## config.mk

```make
export PLATFORM = sky130hd
export DESIGN_NAME = cpu_rst_seq
export DESIGN_NICKNAME = d
export VERILOG_FILES = /design/src/rtl/cpu_rst_seq.sv
export SDC_FILE = /design/constraint.sdc
export NUM_CORES = 1
export LEC_CHECK = 0
export CAP_MARGIN = 0
export CORE_MARGIN = 4
export CORE_UTILIZATION = 45
export CTS_CLUSTER_DIAMETER = 150
export CTS_CLUSTER_SIZE = 16
export DETAILED_ROUTE_END_ITERATION = 8
export PLACE_DENSITY = 0.71
export SLEW_MARGIN = 0
export SYNTH_ARGS = -nofsm -noshare
export SYNTH_HDL_FRONTEND = slang
export SYNTH_SLANG_ARGS = --single-unit
```

## constraint.sdc

```tcl
create_clock -name clk -period 3 [get_ports clk]
set_input_delay 0.6 -clock clk [delete_from_list [all_inputs] [get_ports clk]]
set_output_delay 0.6 -clock clk [all_outputs]
set_load 0.03 [all_outputs]
```

## src/rtl/cpu_rst_seq.sv

```systemverilog
// Reset sequencer for the CPU and its peripheral domains. It holds every domain in
// reset, releases the domains one by one in index order, then runs for a bounded budget.
module cpu_rst_seq #(
  parameter int NCH     = 4,
  parameter int HOLD    = 8,
  parameter int STAGGER = 4,
  parameter int RUN_W   = 16
) (
  input  logic             clk,
  input  logic             rst,
  input  logic             start,
  input  logic             stop,
  input  logic [RUN_W-1:0] run_budget,
  output logic [NCH-1:0]   clrn_out,
  output logic             busy,
  output logic             done,
  output logic             aborted,
  output logic [RUN_W-1:0] cycles
);

  localparam int HOLD_W = $clog2(HOLD + 1);
  localparam int STG_W  = $clog2(STAGGER + 2);
  localparam int CH_W   = $clog2(NCH + 1);
  localparam bit ALL_AT_ONCE = (NCH == 1) || (STAGGER == 0);

  typedef enum logic [1:0] {
    S_IDLE,
    S_HOLD,
    S_RELEASE,
    S_RUN
  } state_t;

  state_t             state_reg, state_next;
  logic [HOLD_W-1:0]  hold_cnt_reg, hold_cnt_next;
  logic [STG_W-1:0]   stag_cnt_reg, stag_cnt_next;
  logic [CH_W-1:0]    ch_reg, ch_next;
  logic [NCH-1:0]     clrn_reg, clrn_next;
  logic [RUN_W-1:0]   budget_reg, budget_next;
  logic [RUN_W-1:0]   cycles_reg, cycles_next;
  logic               done_reg, done_next;
  logic               aborted_reg, aborted_next;

  logic               release_all;
  logic               release_one;
  logic [CH_W-1:0]    release_idx;
  logic               clear_all;
  logic [RUN_W-1:0]   cycles_inc;

  // Saturating increment: an unlimited run parks at all-ones.
  assign cycles_inc = (cycles_reg == {RUN_W{1'b1}}) ? cycles_reg : cycles_reg + 1'b1;

  always_comb begin
    state_next    = state_reg;
    hold_cnt_next = hold_cnt_reg;
    stag_cnt_next = stag_cnt_reg;
    ch_next       = ch_reg;
    budget_next   = budget_reg;
    cycles_next   = cycles_reg;
    done_next     = 1'b0;
    aborted_next  = aborted_reg;
    release_all   = 1'b0;
    release_one   = 1'b0;
    release_idx   = ch_reg;
    clear_all     = 1'b0;

    case (state_reg)
      S_IDLE: begin
        if (start && !stop) begin
          budget_next   = run_budget;
          cycles_next   = '0;
          aborted_next  = 1'b0;
          hold_cnt_next = HOLD_W'(HOLD - 1);
          state_next    = S_HOLD;
        end
      end

      S_HOLD: begin
        if (stop) begin
          clear_all    = 1'b1;
          done_next    = 1'b1;
          aborted_next = 1'b1;
          state_next   = S_IDLE;
        end else if (hold_cnt_reg == '0) begin
          if (ALL_AT_ONCE) begin
            release_all = 1'b1;
            cycles_next = '0;
            state_next  = S_RUN;
          end else begin
            release_one   = 1'b1;
            release_idx   = '0;
            ch_next       = CH_W'(1);
            stag_cnt_next = STG_W'(STAGGER - 1);
            state_next    = S_RELEASE;
          end
        end else begin
          hold_cnt_next = hold_cnt_reg - 1'b1;
        end
      end

      S_RELEASE: begin
        if (stop) begin
          clear_all    = 1'b1;
          done_next    = 1'b1;
          aborted_next = 1'b1;
          state_next   = S_IDLE;
        end else if (stag_cnt_reg == '0) begin
          release_one = 1'b1;
          if (ch_reg == CH_W'(NCH - 1)) begin
            cycles_next = '0;
            state_next  = S_RUN;
          end else begin
            ch_next       = ch_reg + 1'b1;
            stag_cnt_next = STG_W'(STAGGER - 1);
          end
        end else begin
          stag_cnt_next = stag_cnt_reg - 1'b1;
        end
      end

      S_RUN: begin
        // The stop edge still counts, so the frozen value includes it.
        cycles_next = cycles_inc;
        if (stop) begin
          clear_all    = 1'b1;
          done_next    = 1'b1;
          aborted_next = 1'b1;
          state_next   = S_IDLE;
        end else if (budget_reg != '0 && cycles_inc == budget_reg) begin
          clear_all  = 1'b1;
          done_next  = 1'b1;
          state_next = S_IDLE;
        end
      end

      default: begin
        clear_all  = 1'b1;
        state_next = S_IDLE;
      end
    endcase
  end

  // Per-domain release bit: only the selected channel can rise, and all fall together.
  generate
    for (genvar gi = 0; gi < NCH; gi++) begin : g_chan
      assign clrn_next[gi] = clear_all ? 1'b0 :
                             (release_all || (release_one && release_idx == CH_W'(gi))) ? 1'b1 :
                             clrn_reg[gi];
    end
  endgenerate

  always_ff @(posedge clk) begin
    if (rst) begin
      state_reg    <= S_IDLE;
      hold_cnt_reg <= '0;
      stag_cnt_reg <= '0;
      ch_reg       <= '0;
      clrn_reg     <= '0;
      budget_reg   <= '0;
      cycles_reg   <= '0;
      done_reg     <= 1'b0;
      aborted_reg  <= 1'b0;
    end else begin
      state_reg    <= state_next;
      hold_cnt_reg <= hold_cnt_next;
      stag_cnt_reg <= stag_cnt_next;
      ch_reg       <= ch_next;
      clrn_reg     <= clrn_next;
      budget_reg   <= budget_next;
      cycles_reg   <= cycles_next;
      done_reg     <= done_next;
      aborted_reg  <= aborted_next;
    end
  end

  assign clrn_out = clrn_reg;
  assign busy     = (state_reg != S_IDLE);
  assign done     = done_reg;
  assign aborted  = aborted_reg;
  assign cycles   = cycles_reg;

endmodule

```

==> results.json, run 1 <==
{
  "synth_top_area_cell": "dfxtp_1",
  "timing.final.crit_share_pct": 95.59,
  "p_sw_share_pct": 37.15,
  "final_area_um2": 4116,
  "worst_hold_path_type": "reg -> reg",
  "die_h_um": 94.10,
  "cpPeakStageDelay_ns": 0.51,
  "ys_ff_latch": 50,
  "drc_errors": 0,
  "power.leakage_nw": 1.449,
  "drv_cap": 0,
  "synthTopCellsByArea": "dfxtp_1, a21oi_1, nand2_1, ha_1, nor2_1",
  "drt_iter0_markers": 270,
  "r2r_cells": 8,
  "fin_nets": 524,
  "setup_viol": 0,
  "hold_viol_final": 0,
  "layout_min_cycle_time_ns": 2.868,
  "post_layout_nonfiller_instances": 594,
  "initial_core_util_pct": 46.24,
  "critPathLaunchType": "register",
  "cts-hold-fix-buffers": 0,
  "power_frac_seq_pct": 42.0,
  "root_buffer": "clkbuf_8",
  "numCtsBuffers": 5,
  "seq_area_frac_synth_pct": 30.01,
  "h-tree-depth": 2,
  "io_buffers": 42,
  "dieArea_um2": 8854,
  "worstMarginPinSlew_ns": 0.9855,
  "dr.pass1.iters": 5,
  "grt_usage_pct": 23.32,
  "synth_edf_count": 0,
  "crit_path_end": "clrn_out[2]$_SDFFE_PP0P_",
  "synthToLayoutAreaGrowth_pct": 23.41,
  "cts_buffer_depth": 2,
  "grt_pass1_vias": 3259,
  "rrSetupSlack_ns": 0.13,
  "syn-instance-count": 443,
  "reg2reg_from": "cycles[7]$_SDFFE_PP0P_",
  "crit_path_end_kind": "register",
  "max_slew_margin_pct": 34.30,
  "p_sw_mw": 0.6890,
  "peakVddDrop_uv": 316.0,
  "antenna_left": 0,
  "grt_max_degree": 52,
  "async_flop_share_pct": 0,
  "gp_congestion": 1.014,
  "max_freq_ghz": 0.3487,
  "cts_tree": "built",
  "ys_types": 69,
  "routedWlPerCell_um": 16.91,
  "p_int_mw": 1.165,
  "dpl_cell_area_um2": 3966,
  "power_frac_comb_pct": 34.4,
  "layout-drive-gt1-share_pct": 13.13,
  "reg2reg_to": "clrn_out[2]$_SDFFE_PP0P_",
  "vias": 3567,
  "synth.avg_cell_area_um2": 7.530,
  "clkPwrFrac_pct": 23.7,
  "slew_violations": 0,
  "netlist_area_um2": 3336,
  "run_status": "complete, no violations",
  "clkTransAtPathRegs_ns": 0.11,
  "avgViaCountPerCell": 6.005,
  "startpoint": "cycles[7]$_SDFFE_PP0P_",
  "worst_ep_required_time_ns": 3.16,
  "wl_um": 10050,
  "syn_nets": 473,
  "slowest_stage": "or4_4",
  "ios": 43,
  "diodes": 0,
  "antenna_found_initial": 0,
  "clk_latency_ns": 0.31,
  "ys.warnings.count": 0,
  "numPlacedInstances": 584,
  "p_per_area_nw_per_um2": 450.5,
  "core-area_um2": 7214,
  "crit_chain": "nand3_4, or3_4, or4_4, mux2_4, nor3_2, nand4_2, a211oi_4, nor3_1",
  "synth_flop_cell": "dfxtp_1",
  "finClkSkew_ns": 0.01493,
  "floorplan.die.width_um": 94.10,
  "rsz0062_at_grt": "no",
  "synth.most_common_cell": "nand2_1",
  "crit_type": "reg -> reg",
  "final.setup.tns_ns": 0,
  "cp_max_fo": 7,
  "grt.overflow.total": 0,
  "core.rowCount": 31,
  "grt_pass1_wl_um": 16350,
  "synth_commonest_cells": "nand2_1, a21oi_1, dfxtp_1",
  "arrival_ns": 3.03,
  "synth_top_area_share_pct": 30.01,
  "dp_hpwl_um": 7317,
  "n_fill_cell": 694,
  "cts.sinks": 50
}
==> power by group through the flow <==
stage | registers (mW) | clock network (mW) | logic [mW]
after floorplan | 0.781 | 0 | 0.420
after global placement | 0.790 | 0 | 0.600
after detailed placement | 0.791 | 0 | 0.612
after CTS | 0.777 | 0.442 | 0.618
after global routing | 0.787 | 0.474 | 0.706
final | 0.779 | 0.439 | 0.637
==> kinds of logic after synthesis <==
| kind of cell | share of synthesized area, % |
|---|---|
| buf+inv | 6.339 |
| compound gates | 20.11 |
| fa+ha+maj | 3.751 |
| flops | 30.01 |
| mux | 2.626 |
| xor+xnor | 2.626 |
| simple gates | 34.55 |
==> critical path: cells and delay by family, from the launching register on <==
| family | cells | cell delay, ns |
|---|---|---|
| AND/OR/NAND/NOR | 6 | 1.57 |
| flip-flops | 1 | 0.50 |
| AO/OA/AOI/OAI | 1 | 0.33 |
| multiplexers | 1 | 0.32 |
==> per-layer routing <==
metal	global-route usage [%]	part of all wire, %	up-vias
met4	7.100	1.9	0
met3	3.045	6.8	20
met1	33.84	47	1693
li1	-	-	1706
met5	0	0	-
met2	35.66	45	148
==> per-stage QoR <==
stage | util, % | setup slack [ns] | hold slack [ns] | power [mW]
4_1_cts | 56.47 | 0.04449 | 0.4965 | 1.837
3_3_place_gp | 54.98 | 0.08517 | 0.4770 | 1.390
6_report | 57.06 | 0.1323 | 0.4936 | 1.854
5_1_grt | 57.06 | 0.002890 | 0.5252 | 1.966
2_1_floorplan | - | 0.002639 | 0.4575 | 1.201
3_5_place_dp | 54.98 | -0.01619 | 0.4825 | 1.404
==> cell usage in the layout, fill, tap and decap left out, types with 4 or more instances in the layout <==
cell type,instances
buf_4,31
and3_1,9
nor3_1,22
mux2i_1,5
and2_1,4
nor2_1,32
a21oi_1,52
inv_1,19
clkdlybuf4s50_1,41
nand3_1,16
xnor2_1,5
xor2_1,5
nand4_1,12
ha_1,10
o21ai_0,15
dfxtp_1,48
clkbuf_8,6
nand2_1,63
nor4_1,6
nand2b_1,11
==> worst min-delay path by stage <==
stage	from	end	slack (ns)	cells past startpoint
2_1_floorplan	budget_reg[13]$_SDFFE_PP0P_	budget_reg[13]$_SDFFE_PP0P_	0.46	2
3_3_place_gp	budget_reg[3]$_SDFFE_PP0P_	budget_reg[3]$_SDFFE_PP0P_	0.48	2
3_5_place_dp	budget_reg[3]$_SDFFE_PP0P_	budget_reg[3]$_SDFFE_PP0P_	0.48	2
4_1_cts	budget_reg[3]$_SDFFE_PP0P_	budget_reg[3]$_SDFFE_PP0P_	0.50	2
5_1_grt	budget_reg[0]$_SDFFE_PP0P_	budget_reg[0]$_SDFFE_PP0P_	0.53	2
6_report	budget_reg[3]$_SDFFE_PP0P_	budget_reg[3]$_SDFFE_PP0P_	0.49	2
==> layout make-up <==
class / instances / area [um^2] / area share, %
multi-input combinational: 344 / 2167 / 52.64
sequential: 50 / 1003 / 24.38
clock inverter: 2 / 16.27 / 0.3951
clock buffer: 6 / 82.58 / 2.006
tap: 99 / 123.9 / 3.009
inverter: 20 / 75.07 / 1.824
timing repair buffer: 73 / 648.1 / 15.74
==> what timing repair did <==
action	4_1_cts	5_1_grt
pin swaps	0	2
setup buffers	1	1
cloned	0	0
endpoints found under the setup margin	5	6
gates resized for setup	1	7
Power figures use the tool's default switching activity.
==> run 2: changes to the inputs <==
CAP_MARGIN = 10   (was 0)
==> results of run 2 <==
The final DEF is identical to that of run 1; final timing and power are the same.
==> run 3: changes to the inputs <==
ABC_AREA = 1   (was not set)
PLACE_DENSITY = 0.72   (was 0.71)
==> results.json, run 3 <==
{
  "root_buffer": "clkbuf_8",
  "dpl_cell_area_um2": 3435,
  "cts_setup_buffers": 0,
  "drc_errors": 0,
  "seq_area_frac_synth_pct": 33.98,
  "grt.overflow.total": 0,
  "worstMarginPinSlew_ns": 0.6076,
  "ios": 43,
  "fin_nets": 527,
  "cts.sinks": 50,
  "run_status": "complete, no violations",
  "synth_commonest_cells": "nand2_1, nor2_1, inv_1",
  "wl_um": 7392,
  "synthToLayoutAreaGrowth_pct": 19.71,
  "ys_types": 36,
  "arrival_ns": 1.88,
  "synth_edf_count": 0,
  "layout_min_cycle_time_ns": 2.481,
  "worst_ep_required_time_ns": 2.40,
  "diodes": 0,
  "gp_congestion": 0.9284,
  "antenna_found_initial": 0,
  "whs_ns": 0.4553,
  "core-area_um2": 6350,
  "crit_type": "reg -> out",
  "h-tree-depth": 2,
  "cts-hold-fix-buffers": 0,
  "timing.final.crit_share_pct": 82.70,
  "post_layout_nonfiller_instances": 575,
  "slew_violations": 0,
  "worst_hold_path_type": "reg -> reg",
  "dieArea_um2": 7903,
  "numPlacedInstances": 567,
  "cts_tree": "built",
  "synth.avg_cell_area_um2": 6.473,
  "hold_viol_final": 0,
  "io_buffers": 42,
  "synth_top_area_share_pct": 33.98,
  "grt_pass1_wl_um": 12050,
  "dp_hpwl_um": 5730,
  "syn_nets": 485,
  "ys.warnings.count": 0,
  "netlist_area_um2": 2945,
  "numCtsBuffers": 5,
  "drv_cap": 0,
  "async_flop_share_pct": 0,
  "ys_ff_latch": 50,
  "rsz0062_at_grt": "no",
  "grt_pass1_vias": 2669,
  "clk_latency_ns": 0.30,
  "syn-instance-count": 455,
  "reg2reg_from": "cycles[1]$_SDFFE_PP0P_",
  "final.setup.tns_ns": 0,
  "cp_max_fo": 5,
  "antenna_left": 0,
  "rrSetupSlack_ns": 0.69,
  "clkTransAtPathRegs_ns": 0.09,
  "initial_core_util_pct": 46.38,
  "finClkSkew_ns": 0.008617,
  "cts_buffer_depth": 2,
  "grt_max_degree": 25,
  "layout_commonest_cell": "nand2_1",
  "layout-drive-gt1-share_pct": 5.020,
  "critPathLaunchType": "register",
  "max_slew_margin_pct": 59.45,
  "hold_end": "clrn_out[1]$_SDFFE_PP0P_",
  "crit_path_end_kind": "output port",
  "core.rowCount": 29,
  "hold_depth": 2,
  "peakVddDrop_uv": 452.6,
  "reg2reg_to": "clrn_out[2]$_SDFFE_PP0P_",
  "dr.pass1.iters": 4,
  "synth_top_area_cell": "dfxtp_1",
  "drt_iter0_markers": 193,
  "setup_viol": 0,
  "vias": 2953,
  "synth_flop_cell": "dfxtp_1",
  "avgViaCountPerCell": 5.136,
  "max_freq_ghz": 0.4031,
  "p_per_area_nw_per_um2": 645.3,
  "synthTopCellsByArea": "dfxtp_1, nand2_1, nor2_1, inv_1, a21oi_1",
  "power.leakage_nw": 1.448,
  "final_area_um2": 3526,
  "final_core_util_pct": 55.53,
  "r2r_cells": 16,
  "floorplan.die.width_um": 88.90,
  "most-common-layout-cells": "nand2_1, nor2_1, inv_1",
  "hold_path_startpoint": "clrn_out[1]$_SDFFE_PP0P_",
  "synth.most_common_cell": "nand2_1",
  "cts_resized": 0,
  "grt_usage_pct": 19.29,
  "routedWlPerCell_um": 12.86,
  "die_h_um": 88.90
}
## run 3: cell types whose count changed in the layout (fill, tap and decap cells not counted), sizes merged, moves of 5 or more
| cell | delta |
|---|---|
| buf | -28 |
| nand2b | -11 |
| nor4 | -9 |
| nor2 | +25 |
| o21ai | +16 |
| nand3 | +15 |
| nand2 | +64 |
| nand4 | -6 |
| and3 | -9 |
| a21oi | -11 |
| mux2i | -5 |
| nor3 | -20 |
| inv | +35 |
## run 3: worst max-delay path by stage
| stage | startpoint | to | slack, ns | cells after the start |
|---|---|---|---|---|
| finish | state_reg[1]$_SDFFE_PP0P_ | busy | 0.52 | 4 |
| CTS | state_reg[0]$_SDFFE_PP0P_ | busy | 0.53 | 4 |
| floorplan | cycles[1]$_SDFFE_PP0P_ | clrn_out[0]$_SDFFE_PP0P_ | 0.76 | 17 |
| global route | state_reg[0]$_SDFFE_PP0P_ | busy | 0.38 | 4 |
| global placement | stop | budget_reg[2]$_SDFFE_PP0P_ | 0.61 | 8 |
| detailed placement | stop | clrn_out[1]$_SDFFE_PP0P_ | 0.57 | 8 |
## run 3: kinds of logic (layout without fill, tap and decap cells)
kind of cell / Yosys count / after routing / synth area share, %
simple gates: 233 / 233 / 34.03
compound gates: 87 / 87 / 16.19
buf+inv: 67 / 110 / 9.176
flops: 50 / 50 / 33.98
fa+ha+maj: 10 / 10 / 4.248
xor+xnor: 8 / 8 / 2.379
## run 3: where the power goes
group,internal [mW],total [mW],switching (mW)
clock network,0.187,0.404,0.218
registers,0.780,0.865,0.0845
logic,0.366,1.01,0.640
total,1.33,2.28,0.942
## run 3: final cells by class
class                           instances  area (um^2)
Fill cell                             638         2824
Multi-Input combinational cell        338         1674
Sequential cell                        50         1001
Timing Repair Buffer                   46        450.4
Inverter                               56        212.7
Tap cell                               77        96.34
Clock buffer                            7        86.33
Clock inverter                          1        5.005
## run 3: worst max-delay path, stage by stage, from the launching register on
cell and delay (ns):
dfxtp_1 0.41, inv_1 0.09, ha_1 0.25, inv_1 0.14, clkdlybuf4s50_1 0.69
## run 3: routing by layer
metal | GRT usage (%) | up-vias | part of all wire [%]
li1 | - | 1561 | -
met1 | 25.24 | 1313 | 48
met3 | 3.041 | 9 | 4.3
met5 | 0 | - | 0
met2 | 33.33 | 70 | 47
met4 | 4.533 | 0 | 1.1
## run 3: per-stage QoR
stage	power, mW	setup slack, ns
after floorplan	1.596	0.7599
after global placement	1.845	0.6112
after detailed placement	1.872	0.5719
after CTS	2.288	0.5298
after global routing	2.477	0.3790
final	2.275	0.5189
